### src/rtl/video_pkg.sv
// video_pkg: types and helpers shared by the video test-pattern source and checker.
//   chk_state_t : checker FSM states
//   ERR_*       : bit positions in the sticky error-flag vector
//   PIX_W       : width of the pixel/line counters and of the size configuration
//   tp_pixel()  : expected 8-bit pattern value for a given line/pixel position
package video_pkg;

  localparam int unsigned PIX_W = 11;

  localparam int unsigned ERR_DATA  = 0;
  localparam int unsigned ERR_SHORT = 1;
  localparam int unsigned ERR_LONG  = 2;
  localparam int unsigned ERR_SOF   = 3;

  typedef enum logic [1:0] {
    IDLE,
    WAIT_SOF,
    ACTIVE
  } chk_state_t;

  // Pattern is {line[3:0], pix[3:0]}; callers pass the low nibbles only.
  function automatic logic [7:0] tp_pixel(input logic [3:0] line, input logic [3:0] pix);
    return {line, pix};
  endfunction

endpackage

### src/rtl/axi_stream_tp_check_if.sv
// axi_stream_tp_check_if: 8-bit-pattern AXI4-Stream video link.
//   tdata  : pixel data (DW bits)
//   tvalid : beat valid
//   tready : sink ready
//   tuser  : TUSER[0], start of frame
//   tlast  : end of line
// Modports: master (source side), slave (sink side).
interface axi_stream_tp_check_if #(
  parameter int unsigned DW = 8
) ();

  logic [DW-1:0] tdata;
  logic          tvalid;
  logic          tready;
  logic          tuser;
  logic          tlast;

  modport master (
    output tdata,
    output tvalid,
    output tuser,
    output tlast,
    input  tready
  );

  modport slave (
    input  tdata,
    input  tvalid,
    input  tuser,
    input  tlast,
    output tready
  );

endinterface

### src/rtl/sat_counter.sv
// sat_counter: saturating up-counter with synchronous clear.
//   clk, rstn : clock, synchronous active-low reset
//   clr       : clear to zero (wins over inc)
//   inc       : add one, holding at all-ones
//   count     : current value
module sat_counter #(
  parameter int unsigned CNT_W = 16
) (
  input  logic             clk,
  input  logic             rstn,
  input  logic             clr,
  input  logic             inc,
  output logic [CNT_W-1:0] count
);

  logic [CNT_W-1:0] count_q;

  always_ff @(posedge clk) begin
    if (!rstn) begin
      count_q <= '0;
    end else if (clr) begin
      count_q <= '0;
    end else if (inc && (count_q != '1)) begin
      count_q <= count_q + CNT_W'(1);
    end
  end

  assign count = count_q;

endmodule

### src/rtl/axi_stream_tp_check.sv
// axi_stream_tp_check: consumer/checker for the AXI4-Stream video test-pattern source.
// Recovers framing from TUSER (SOF) and TLAST (EOL), checks pixels against
// {line[3:0], pix[3:0]}, and checks line width / frame height.
//   clk, rstn        : clock, synchronous active-low reset
//   s                : stream sink (slave modport)
//   chk_enable_i     : run request (async; synchronised, rising edge latches config)
//   chk_width_i      : expected pixels per line (>=1)
//   chk_height_i     : expected lines per frame (>=1)
//   chk_frames_o     : completed frames (saturating)
//   chk_errors_o     : error beats (saturating, at most one per beat)
//   chk_err_flags_o  : sticky {sof, long, short, data}
//   chk_busy_o       : high outside IDLE
// Build option: AXIS_TP_CHK_BACKPRESSURE_EN drives pseudo-random TREADY from an LFSR
// while checking, to exercise upstream backpressure handling.
module axi_stream_tp_check
  import video_pkg::*;
#(
  parameter int unsigned DW    = 8,
  parameter int unsigned CNT_W = 16
) (
  input  logic                 clk,
  input  logic                 rstn,
  axi_stream_tp_check_if.slave s,
  input  logic                 chk_enable_i,
  input  logic [PIX_W-1:0]     chk_width_i,
  input  logic [PIX_W-1:0]     chk_height_i,
  output logic [CNT_W-1:0]     chk_frames_o,
  output logic [CNT_W-1:0]     chk_errors_o,
  output logic [3:0]           chk_err_flags_o,
  output logic                 chk_busy_o
);

  chk_state_t       state_q, state_d;
  logic             en_meta_q, en_sync_q, en_prev_q, en_rise;
  logic [PIX_W-1:0] width_q, height_q, wm1, hm1;
  logic [PIX_W-1:0] pix_q, pix_d, line_q, line_d, eff_pix, eff_line;
  logic             long_seen_q, long_seen_d, long_seen_eff;
  logic [3:0]       flags_q, beat_flags;
  logic [DW-1:0]    tdata;
  logic             beat, check_beat, in_frame, frame_done;

  assign tdata = s.tdata;

  // Enable synchroniser and rising-edge detect on the synchronised value.
  always_ff @(posedge clk) begin
    if (!rstn) begin
      en_meta_q <= 1'b0;
      en_sync_q <= 1'b0;
      en_prev_q <= 1'b0;
    end else begin
      en_meta_q <= chk_enable_i;
      en_sync_q <= en_meta_q;
      en_prev_q <= en_sync_q;
    end
  end

  assign en_rise = en_sync_q & ~en_prev_q;
  assign wm1     = width_q - PIX_W'(1);
  assign hm1     = height_q - PIX_W'(1);
  assign beat    = s.tvalid & s.tready;

  // Beat checking. A TUSER beat (in WAIT_SOF, or a mid-frame restart in ACTIVE) is
  // evaluated as pixel 0 of line 0, so the effective position collapses to zero.
  always_comb begin
    check_beat    = beat && (((state_q == WAIT_SOF) && s.tuser) || (state_q == ACTIVE));
    in_frame      = (state_q == ACTIVE) && !s.tuser;
    eff_pix       = in_frame ? pix_q : '0;
    eff_line      = in_frame ? line_q : '0;
    long_seen_eff = in_frame ? long_seen_q : 1'b0;
    beat_flags    = '0;
    frame_done    = 1'b0;
    if (check_beat) begin
      beat_flags[ERR_DATA]  = tdata[7:0] != tp_pixel(eff_line[3:0], eff_pix[3:0]);
      beat_flags[ERR_SHORT] = s.tlast && (eff_pix < wm1);
      beat_flags[ERR_LONG]  = !s.tlast && (eff_pix == wm1) && !long_seen_eff;
      beat_flags[ERR_SOF]   = (state_q == ACTIVE) && s.tuser &&
                              ((pix_q != '0) || (line_q != '0));
      frame_done            = s.tlast && (eff_line == hm1);
    end
  end

  always_comb begin
    pix_d       = pix_q;
    line_d      = line_q;
    long_seen_d = long_seen_q;
    if (en_rise) begin
      pix_d       = '0;
      line_d      = '0;
      long_seen_d = 1'b0;
    end else if (check_beat) begin
      if (s.tlast) begin
        pix_d       = '0;
        line_d      = frame_done ? '0 : eff_line + PIX_W'(1);
        long_seen_d = 1'b0;
      end else begin
        pix_d       = eff_pix + PIX_W'(1);
        line_d      = eff_line;
        long_seen_d = long_seen_eff | beat_flags[ERR_LONG];
      end
    end
  end

  always_ff @(posedge clk) begin
    if (!rstn) begin
      width_q     <= PIX_W'(1);
      height_q    <= PIX_W'(1);
      pix_q       <= '0;
      line_q      <= '0;
      long_seen_q <= 1'b0;
      flags_q     <= '0;
    end else begin
      if (en_rise) begin
        width_q  <= chk_width_i;
        height_q <= chk_height_i;
      end
      pix_q       <= pix_d;
      line_q      <= line_d;
      long_seen_q <= long_seen_d;
      flags_q     <= en_rise ? 4'b0000 : (flags_q | beat_flags);
    end
  end

  // FSM: state register
  always_ff @(posedge clk) begin
    if (!rstn) begin
      state_q <= IDLE;
    end else begin
      state_q <= state_d;
    end
  end

  // FSM: next state; a low synchronised enable always wins.
  always_comb begin
    state_d = state_q;
    unique case (state_q)
      IDLE:     if (en_rise) state_d = WAIT_SOF;
      WAIT_SOF: if (check_beat) state_d = frame_done ? WAIT_SOF : ACTIVE;
      ACTIVE:   if (frame_done) state_d = WAIT_SOF;
      default:  state_d = IDLE;
    endcase
    if (!en_sync_q) state_d = IDLE;
  end

`ifdef AXIS_TP_CHK_BACKPRESSURE_EN
  logic [15:0] lfsr_q;

  // Fibonacci LFSR, x^16 + x^14 + x^13 + x^11 + 1.
  always_ff @(posedge clk) begin
    if (!rstn) begin
      lfsr_q <= 16'hACE1;
    end else begin
      lfsr_q <= {lfsr_q[14:0], lfsr_q[15] ^ lfsr_q[13] ^ lfsr_q[12] ^ lfsr_q[10]};
    end
  end
`endif

  // FSM: outputs
  always_comb begin
    chk_busy_o = (state_q != IDLE);
`ifdef AXIS_TP_CHK_BACKPRESSURE_EN
    s.tready   = (state_q == IDLE) ? 1'b1 : (lfsr_q[0] | lfsr_q[3]);
`else
    s.tready   = 1'b1;
`endif
  end

  sat_counter #(
    .CNT_W (CNT_W)
  ) u_frame_cnt (
    .clk   (clk),
    .rstn  (rstn),
    .clr   (en_rise),
    .inc   (frame_done),
    .count (chk_frames_o)
  );

  sat_counter #(
    .CNT_W (CNT_W)
  ) u_error_cnt (
    .clk   (clk),
    .rstn  (rstn),
    .clr   (en_rise),
    .inc   (|beat_flags),
    .count (chk_errors_o)
  );

  assign chk_err_flags_o = flags_q;

endmodule

### src/flat_wrapper.sv
// flat-port wrapper written by rule: the top's interface ports become plain ports
module axi_stream_tp_check_flat import video_pkg::*;
#(
  parameter int unsigned DW    = 8,
  parameter int unsigned CNT_W = 16
)
  (clk, rstn, chk_enable_i, chk_width_i, chk_height_i, chk_frames_o, chk_errors_o, chk_err_flags_o, chk_busy_o, s_tdata, s_tvalid, s_tuser, s_tlast, s_tready);
  axi_stream_tp_check_if #(.DW(DW)) s_i ();
  input  logic clk;
  input  logic rstn;
  input  logic chk_enable_i;
  input  logic [PIX_W-1:0] chk_width_i;
  input  logic [PIX_W-1:0] chk_height_i;
  output logic [CNT_W-1:0] chk_frames_o;
  output logic [CNT_W-1:0] chk_errors_o;
  output logic [3:0] chk_err_flags_o;
  output logic chk_busy_o;
  input wire logic [$bits(s_i.tdata)-1:0] s_tdata;
  input wire logic [$bits(s_i.tvalid)-1:0] s_tvalid;
  input wire logic [$bits(s_i.tuser)-1:0] s_tuser;
  input wire logic [$bits(s_i.tlast)-1:0] s_tlast;
  output wire logic [$bits(s_i.tready)-1:0] s_tready;
  assign s_i.tdata = s_tdata;
  assign s_i.tvalid = s_tvalid;
  assign s_i.tuser = s_tuser;
  assign s_i.tlast = s_tlast;
  assign s_tready = s_i.tready;
  axi_stream_tp_check #(.DW(DW), .CNT_W(CNT_W)) u_core (.clk(clk), .rstn(rstn), .s(s_i), .chk_enable_i(chk_enable_i), .chk_width_i(chk_width_i), .chk_height_i(chk_height_i), .chk_frames_o(chk_frames_o), .chk_errors_o(chk_errors_o), .chk_err_flags_o(chk_err_flags_o), .chk_busy_o(chk_busy_o));
endmodule
### config.mk
export PLATFORM = sky130hd
export DESIGN_NAME = axi_stream_tp_check_flat
export DESIGN_NICKNAME = d
export VERILOG_FILES = /design/src/rtl/video_pkg.sv /design/src/rtl/axi_stream_tp_check_if.sv /design/src/rtl/sat_counter.sv /design/src/rtl/axi_stream_tp_check.sv /design/src/flat_wrapper.sv
export SDC_FILE = /design/constraint.sdc
export NUM_CORES = 1
export LEC_CHECK = 0
export ABC_AREA = 1
export BUFFER_PORTS_ARGS = -buffer_cell sky130_fd_sc_hd__buf_2
export CORE_ASPECT_RATIO = 1.4
export CORE_UTILIZATION = 48
export CTS_BUF_LIST = sky130_fd_sc_hd__clkbuf_2
export DETAILED_ROUTE_END_ITERATION = 16
export HOLD_SLACK_MARGIN = 0.05
export PLACE_DENSITY = 0.74
export SLEW_MARGIN = 40
export SYNTH_ARGS = -nofsm -noshare
export SYNTH_HDL_FRONTEND = slang
export SYNTH_SLANG_ARGS = --single-unit
### constraint.sdc
create_clock -name clk -period 7.8 [get_ports clk]
set_clock_uncertainty 0.15 [all_clocks]
set_input_delay 1.17 -clock clk [delete_from_list [all_inputs] [get_ports clk]]
set_output_delay 1.17 -clock clk [all_outputs]
set_load 0.02 [all_outputs]
### Word level (Yosys, flattened, before mapping)

Cells that the tools add are included.

| storage, ports and cells | value |
|---|---|
| bits in registers | 86 |
| bits of input ports | 36 |
| output and inout bits | 38 |

| cells by class | value |
|---|---|
| add/subtract/negate cells | 6 |
| $lt $le $gt $ge | 1 |
| eq/ne operators | 10 |
| muxes and demuxes | 14 |
| bitwise gates (word level) | 5 |
| reductions and logical operators | 24 |

Operator list:

| operator | count |
|---|---|
| $mux W11 | 5 |
| $add A16 B1 Y16 const B | 2 |
| $ne A16 B16 Y1 const B | 2 |
| $add A11 B1 Y11 const B | 2 |
| $eq A11 B11 Y1 | 2 |
| $reduce_bool A11 Y1 | 2 |
| $sub A11 B1 Y11 const B | 2 |
| $logic_and A1 B1 Y1 | 11 |
| $lt A11 B11 Y1 | 1 |
| $mux W2 | 4 |
| $ne A8 B8 Y1 | 1 |
| $ne A2 B1 Y1 const B | 3 |
| $pmux W2 S3 | 1 |
| $mux W4 | 1 |
| $or A4 B4 Y4 | 1 |
| $reduce_or A4 Y1 | 1 |
| $logic_not A1 Y1 | 3 |
| $mux W1 | 3 |
| $reduce_and A3 Y1 | 1 |
| $eq A2 B1 Y1 const B | 1 |
| $eq A2 B2 Y1 const B | 1 |
| $logic_not A2 Y1 | 1 |
| $logic_or A1 B1 Y1 | 2 |
| $not A1 Y1 | 2 |
| 5 further kinds | 5 |

### Logic depth before layout (Yosys ltp)

Gate-level depths: netlist (run 1).

| logic depth | value |
|---|---|
| word-level depth | 9 |
| gate-level depth with buffers | 19 |

### Modules after synthesis

A second synthesis (run 1) with hierarchy kept.

| second synthesis, totals | value |
|---|---|
| cell total of the unflattened synthesis | 866 |
| area, all modules | 5,471.5 um2 |

By module, submodules not included:

| module | times used | cells each | area an instance (um2) | seq. area each (um2) |
|---|---|---|---|---|
| axi_stream_tp_check | 1 | 560 | 3,649.8 | 1,081.0 |
| sat_counter | 2 | 153 | 910.9 | 320.3 |

### Least setup slack after synthesis (run 1)

No wires, ideal clock.

| timing path | value |
|---|---|
| path kind | input-to-reg |
| start | input s_tuser |
| end | register u_core.u_error_cnt.count_q[11], in the netlist u_core.u_error_cnt.count[11] |
| arrival time | 2.965 ns |
| slack | 4.615 ns |
| stages | 14 |
| cell sequence | nor2_4 -> buf_6 -> nand2_1 -> inv_2 -> ha_1 -> a21oi_1 -> o21ai_0 -> o21ai_0 -> a21oi_1 -> nand2b_1 -> nand3_4 -> buf_2 -> nand3_1 -> a21oi_1 |

| on the way | value |
|---|---|
| word-level cells in the longest chain between the ends | 9 |

Ends and longest elaborated chain:

| item | RTL line | source |
|---|---|---|
| start: declaration | flat_wrapper.sv:20 | `input wire logic [$bits(s_i.tuser)-1:0] s_tuser;` |
| branches (longest 6 deep; another with $lt A11 B11 Y1) | n/a |  |
| $mux W4 (*) | axi_stream_tp_check.sv:72 | `if (check_beat) begin` |
| $reduce_or A4 Y1 (*) | axi_stream_tp_check.sv:183 | `.inc (\|beat_flags),` |
| $logic_and A1 B1 Y1 (*) | sat_counter.sv:23 | `end else if (inc && (count_q != '1)) begin` |
| end signal: assignment | sat_counter.sv:24 | `count_q <= count_q + CNT_W'(1);` |
| end: declaration | sat_counter.sv:16 | `logic [CNT_W-1:0] count_q;` |

Mark *: on every way between the ends.
A chain may end at the register's enable or synchronous reset.

### Worst setup path after layout (run 1)

| timing path | value |
|---|---|
| start | register u_core.width_q[2] |
| end | register u_core.u_error_cnt.count_q[0], in the netlist u_core.u_error_cnt.count[0] |

| on the way | value |
|---|---|
| word-level cells in the longest chain between the ends | 7 |

Ends and longest elaborated chain:

| item | RTL line | source |
|---|---|---|
| start: declaration | axi_stream_tp_check.sv:35 | `logic [PIX_W-1:0] width_q, height_q, wm1, hm1;` |
| start signal: assignment | axi_stream_tp_check.sv:113 | `width_q <= chk_width_i;` |
| $sub A11 B1 Y11 (*) | axi_stream_tp_check.sv:58 | `assign wm1 = width_q - PIX_W'(1);` |
| branches (longest 3 deep; another with $lt A11 B11 Y1) | n/a |  |
| $mux W4 (*) | axi_stream_tp_check.sv:72 |  |
| $reduce_or A4 Y1 (*) | axi_stream_tp_check.sv:183 |  |
| $logic_and A1 B1 Y1 (*) | sat_counter.sv:23 |  |

Marked as above.

==> results of run 1 <==
-- how the worst max path moves through the flow --
| stage | to | cells after the start | slack [ps] |
|---|---|---|---|
| after floorplan | u_core.u_error_cnt.count[11]$_SDFFE_PP0P_ | 14 | 4610 |
| after global placement | u_core.pix_q[5]$_SDFFE_PP0P_ | 11 | 3910 |
| after detailed placement | u_core.u_error_cnt.count[0]$_SDFFE_PP0P_ | 15 | 3820 |
| after CTS | u_core.u_error_cnt.count[0]$_SDFFE_PP0P_ | 19 | 4330 |
| after global routing | u_core.u_error_cnt.count[0]$_SDFFE_PP0P_ | 18 | 3970 |
| final | u_core.u_error_cnt.count[0]$_SDFFE_PP0P_ | 19 | 4320 |
-- cell families after synthesis --
logic type,synth area share
and+or+nand+nor,0.385
other,0.000676
DFF,0.310
adders and majority gates,0.0383
buffers and inverters,0.0963
xor gates and xnor gates,0.0489
AOI/OAI and AO/OA,0.121
-- synth_stat cells (3+ instances only) --
cell	count
nor4_1	6
nand2_2	9
xnor2_1	14
nand3b_1	6
nor3_1	24
nor2_2	5
or2_2	4
inv_1	98
inv_2	4
nand2_4	4
o211ai_1	3
clkinv_1	4
o21ai_0	43
dfxtp_1	86
clkbuf_1	14
buf_2	4
nand3_1	74
ha_1	17
buf_6	5
xor2_1	17
nand4_1	18
nand2_1	206
a21oi_1	67
nor2_1	108
-- worst max-delay path, cell delays in order, from the launching register on --
cell and delay (ps):
dfxtp_1 410, nor2_1 90, nand2_1 90, or3_1 350
nor3_1 240, nand2_1 80, nor2_1 120, xor2_1 150
inv_1 70, ha_1 270, nand2_1 60, nor4_1 280
nand2_1 100, nor2_1 190, a21oi_1 100, nand3_4 220
nand2_4 150, inv_1 130, nor2_1 50, nor2_1 80
-- power by group --
| part | internal, mW | switching (mW) |
|---|---|---|
| Sequential | 0.448 | 0.00540 |
| Combinational | 0.0347 | 0.0615 |
| Clock | 0.140 | 0.174 |
-- sequential cells by signal (all words and copies together) (netlist names) --
name                      count
u_core.en_sync_q              1
u_core.width_q               11
u_core.pix_q                 11
u_core.line_q                11
u_core.chk_err_flags_o        4
u_core.en_prev_q              1
u_core.en_meta_q              1
u_core.u_error_cnt.count     16
u_core.height_q              11
u_core.u_frame_cnt.count     16
u_core.long_seen_q            1
u_core.state_q                2
-- metrics by stage --
step                      total power [mW]  utilization
final                                0.863        0.544
after CTS                            0.863        0.544
after global placement               0.554        0.529
after floorplan                      0.529            -
after detailed placement             0.556        0.529
after global routing                 0.897        0.544
-- cell type report --
cell class / count / area, um^2
Antenna cell: 1 / 2.50
Clock buffer: 9 / 45.0
Clock inverter: 7 / 120
Fill cell: 1249 / 5140
Inverter: 106 / 398
Multi-Input combinational cell: 652 / 3300
Sequential cell: 86 / 1720
Tap cell: 144 / 180
Timing Repair Buffer: 74 / 375
-- metal layers --
layer / vias to the layer above / track usage
met3: 30 / 0.0246
li1: 2940 / -
met5: - / 0
met1: 2504 / 0.291
met2: 167 / 0.414
met4: 0 / 0.106
==> impl_metrics.json, run 1 <==
{
  "setup_viol": 0,
  "grt_setup_unrepaired": "false",
  "syn_area_mm2": 0.00555,
  "postLayoutCellArea_mm2": 0.00614,
  "dpl.cell_count": 1062,
  "r2r-end": "u_core.u_error_cnt.count[0]$_SDFFE_PP0P_",
  "tightest_slew_ps": 689,
  "synth_edf_count": 0,
  "layout-drive-gt1-share": 0.134,
  "critical_path.startpoint": "u_core.width_q[2]$_SDFFE_PN0P_",
  "finalHoldViolCount": 0,
  "fin_nets": 982,
  "synthesis.nets": 921,
  "h-tree-depth": 3,
  "die_area_mm2": 0.0120,
  "io_pins": 74,
  "die_h_um": 129,
  "finalWorstSetupSlack_ps": 4320,
  "fin_cells": 1079,
  "power.density_mw_per_mm2": 140,
  "cts_sinks": 86,
  "synthArstFlopShare": 0,
  "grt_usage": 0.236,
  "ys_types": 46,
  "hold_start": "u_core.en_meta_q$_SDFF_PN0_",
  "wl_met2_mm": 6.54,
  "grt_start_max_net_pins": 33,
  "hold_path_depth": 2,
  "port-buffer-count": 72,
  "initial_utilization": 0.492,
  "ir_drop_v": 0.0000874,
  "hold_path_class": "reg -> reg",
  "synth.area.top_cells": "dfxtp_1 31%, nand2_1 14%, nor2_1 7.3%",
  "dp_hpwl_mm": 10.5,
  "wl_per_cell_um": 12.8,
  "die_x_um": 92.9,
  "cp_data_arrival_time_ps": 3870,
  "rows": 46,
  "areaGrowthSynthToFinish_pct": 10.6,
  "cts_max_path_buffers": 2,
  "fin_crit_ps": 3480,
  "ys_ff_latch": 86,
  "grt_pass1_wl_mm": 22.9,
  "drc": 0,
  "r2r_cells": 19,
  "gp_congestion": 0.964,
  "synth_cells": 868,
  "vias": 5641,
  "max_freq_mhz": 287,
  "hold-worst-slack_ps": 299,
  "coreArea_mm2": 0.0113,
  "slew_headroom": 0.539,
  "mostFrequentLayoutCell": "nand2_1",
  "finalSetupTns_ps": 0,
  "leakagePower_nw": 2.76,
  "syn_avg_cell_area_um2": 6.39,
  "r2r_setup_slack_ps": 4320,
  "clockRootBuffer": "clkbuf_2",
  "clkTransAtPathRegs_ps": 280,
  "top_layer": "met4",
  "wl_met3_um": 618,
  "clk_latency_ps": 610,
  "m1WireLength_mm": 6.26,
  "worstPathRequired_ps": 8190,
  "numCtsBuffers": 9,
  "first_iter_violations": 337,
  "antenna_found_initial": 1,
  "cts_hold_buf": 0,
  "cts_tree": "built",
  "synthFlopType": "dfxtp_1",
  "postRouteAntennaNets": 0,
  "via_per_inst": 5.23,
  "cts_resized": 0,
  "final_cell_mix": "206 x nand2_1, 107 x nor2_1, 97 x inv_1",
  "fin_crit_sh": 0.446,
  "status": "finished clean",
  "drv_cap": 0,
  "synth_top_area_frac": 0.310,
  "wl_mm": 13.8,
  "dpl_worst_slack_ps": 3820,
  "worst-path-max-fanout": 17,
  "yosysTopAreaCell": "dfxtp_1",
  "hold_path_end": "u_core.en_sync_q$_SDFF_PN0_",
  "placed_area_mm2": 0.00597,
  "ys_seq_area_frac": 0.310,
  "cp-end-kind": "flip-flop",
  "grt_pass1_vias": 5126,
  "cts_setup_buffers": 0,
  "yosysWarnings": 0,
  "grt_remaining_overflow": 0,
  "critPathLaunchType": "flip-flop",
  "drv_slew": 0,
  "crit_type": "reg -> reg",
  "worst_r2r_startpoint": "u_core.width_q[2]$_SDFFE_PN0P_",
  "first_pass_iters": 7
}
No activity file was read; power rests on OpenSTA's default activity.
==> inputs of run 2 (changes only) <==
==> constraint.sdc (replaced) <==
create_clock -name clk -period 3.4 [get_ports clk]
set_clock_uncertainty 0.15 [all_clocks]
set_input_delay 0.51 -clock clk [delete_from_list [all_inputs] [get_ports clk]]
set_output_delay 0.51 -clock clk [all_outputs]
set_load 0.02 [all_outputs]
==> run 2 against run 1 <==
Compared with the run above: non-clock buffer count rose by 34; die area did not move; register-to-register slack got worse by 4100 ps; critical path depth is 1 lower; design area rose by 4.8%; combinational power grew to 2.5 times the previous value; clock power grew 100%; final cell count increased by 3.2%; via count up 1.8%; flip-flop and latch count unchanged; utilization is 2.6 points higher; hold slack lost 240 ps; critical path type unchanged.
==> impl_metrics.json, run 2 (synthesis gave the netlist of run 1 again) <==
{
  "status": "finished clean",
  "fill_cells": 1186,
  "initial_utilization": 0.492,
  "vias": 5743,
  "port-buffer-count": 72,
  "power.density_mw_per_mm2": 297,
  "worst-path-max-fanout": 11,
  "cts_tree": "built",
  "critPathLaunchType": "flip-flop",
  "grt_pass1_vias": 5351,
  "fin_crit_sh": 0.929,
  "first_pass_iters": 7,
  "fin_crit_ps": 3160,
  "io_pins": 74,
  "die_x_um": 92.9,
  "final_cell_mix": "206 x nand2_1, 108 x nor2_1, 98 x inv_1",
  "grt_remaining_overflow": 0,
  "drv_slew": 0,
  "drc": 0,
  "numCtsBuffers": 9,
  "cp-end-kind": "flip-flop",
  "h-tree-depth": 3,
  "finalHoldViolCount": 0,
  "antenna_found_initial": 0,
  "clkTransAtPathRegs_ps": 260,
  "cp_data_arrival_time_ps": 3570,
  "cts_sinks": 86,
  "drv_cap": 0,
  "dp_hpwl_mm": 10.6,
  "hold_path_class": "in -> reg",
  "first_iter_violations": 331,
  "clockRootBuffer": "clkbuf_2",
  "wl_per_cell_um": 12.5,
  "postRouteAntennaNets": 0,
  "die_h_um": 129,
  "clk_latency_ps": 600,
  "gp_congestion": 0.918,
  "layout-drive-gt1-share": 0.144,
  "via_per_inst": 5.16,
  "setup_viol": 0,
  "grt_usage": 0.244,
  "tightest_slew_ps": 618,
  "fin_nets": 1016,
  "ir_drop_v": 0.000222,
  "max_freq_mhz": 317,
  "leakagePower_nw": 2.91,
  "grt_start_max_net_pins": 35,
  "rows": 46,
  "crit_type": "reg -> reg",
  "mostFrequentLayoutCell": "nand2_1",
  "finalSetupTns_ps": 0,
  "fin_util": 0.570,
  "areaGrowthSynthToFinish_pct": 15.9,
  "die_area_mm2": 0.0120,
  "coreArea_mm2": 0.0113,
  "worstPathRequired_ps": 3810,
  "power_mw": 1.91,
  "cts_max_path_buffers": 2,
  "grt_pass1_wl_mm": 23.7,
  "slew_headroom": 0.587,
  "wl_mm": 13.9
}
-- run 2: path summary, 6_finish.rpt --
path | start | end | slack, ps | depth (start not counted)
worst max-delay path | u_core.width_q[0]$_SDFFE_PN1P_ | u_core.u_error_cnt.count[7]$_SDFFE_PP0P_ | 240 | 18
worst min-delay path | chk_width_i[1] | u_core.width_q[1]$_SDFFE_PN0P_ | 60 | 3
worst max register to register | u_core.width_q[0]$_SDFFE_PN1P_ | u_core.u_error_cnt.count[7]$_SDFFE_PP0P_ | 240 | 18
worst min register to register | u_core.en_meta_q$_SDFF_PN0_ | u_core.en_sync_q$_SDFF_PN0_ | 290 | 2
-- run 2: power by group --
group / switching [mW] / total [mW] / internal (mW)
Sequential: 0.0128 / 1.04 / 1.03
Combinational: 0.145 / 0.244 / 0.0987
Clock: 0.385 / 0.630 / 0.246
Total: 0.543 / 1.91 / 1.37
-- run 2: routing by layer --
layer | part of all wire | track usage
met4 | 0.016 | 0.0724
met1 | 0.45 | 0.302
met5 | 0 | 0
met3 | 0.043 | 0.0387
met2 | 0.49 | 0.432
-- run 2: what timing repair did --
action / 4_1_cts / 5_1_grt
gates resized for setup: 0 / 3
setup endpoints to repair: 0 / 16
hold buffers: 21 / 0
buffers inserted: 0 / 1
endpoints found under the hold margin: 21 / 0
-- run 2: critical path, cell delays in order, from the launching register on --
cell and delay, ps:
dfxtp_1 350, inv_1 120, nand2_1 100, or3_1 360, nor3_2 170, nand2_1 80
nor2_1 120, xor2_1 160, inv_1 50, ha_1 270, nand2_1 70, nor4_2 260
nand2_1 100, nor2_1 130, a21oi_1 90, nand3_4 160, buf_4 170, nand3_1 70
a21oi_1 150
-- run 2: through the flow --
stage          worst slack, ps  cells  hold slack, ps  instance area, um^2
2_1_floorplan              421    868             240                 5550
5_1_grt                  -17.2   1112            95.7                 6430
4_1_cts                    122   1111            64.8                 6410
3_3_place_gp               245   1074             246                 6060
3_5_place_dp               149   1074             262                 6060
6_report                   243   1113            55.9                 6430
-- run 2: area by class of cell --
type	instances	area [um^2]	area share
Sequential cell	86	1720	0.268
Antenna cell	1	2.50	0.000389
Inverter	106	398	0.0618
Tap cell	144	180	0.0280
Multi-Input combinational cell	652	3310	0.514
Clock inverter	7	97.6	0.0152
Clock buffer	9	45.0	0.00700
Timing Repair Buffer	108	683	0.106
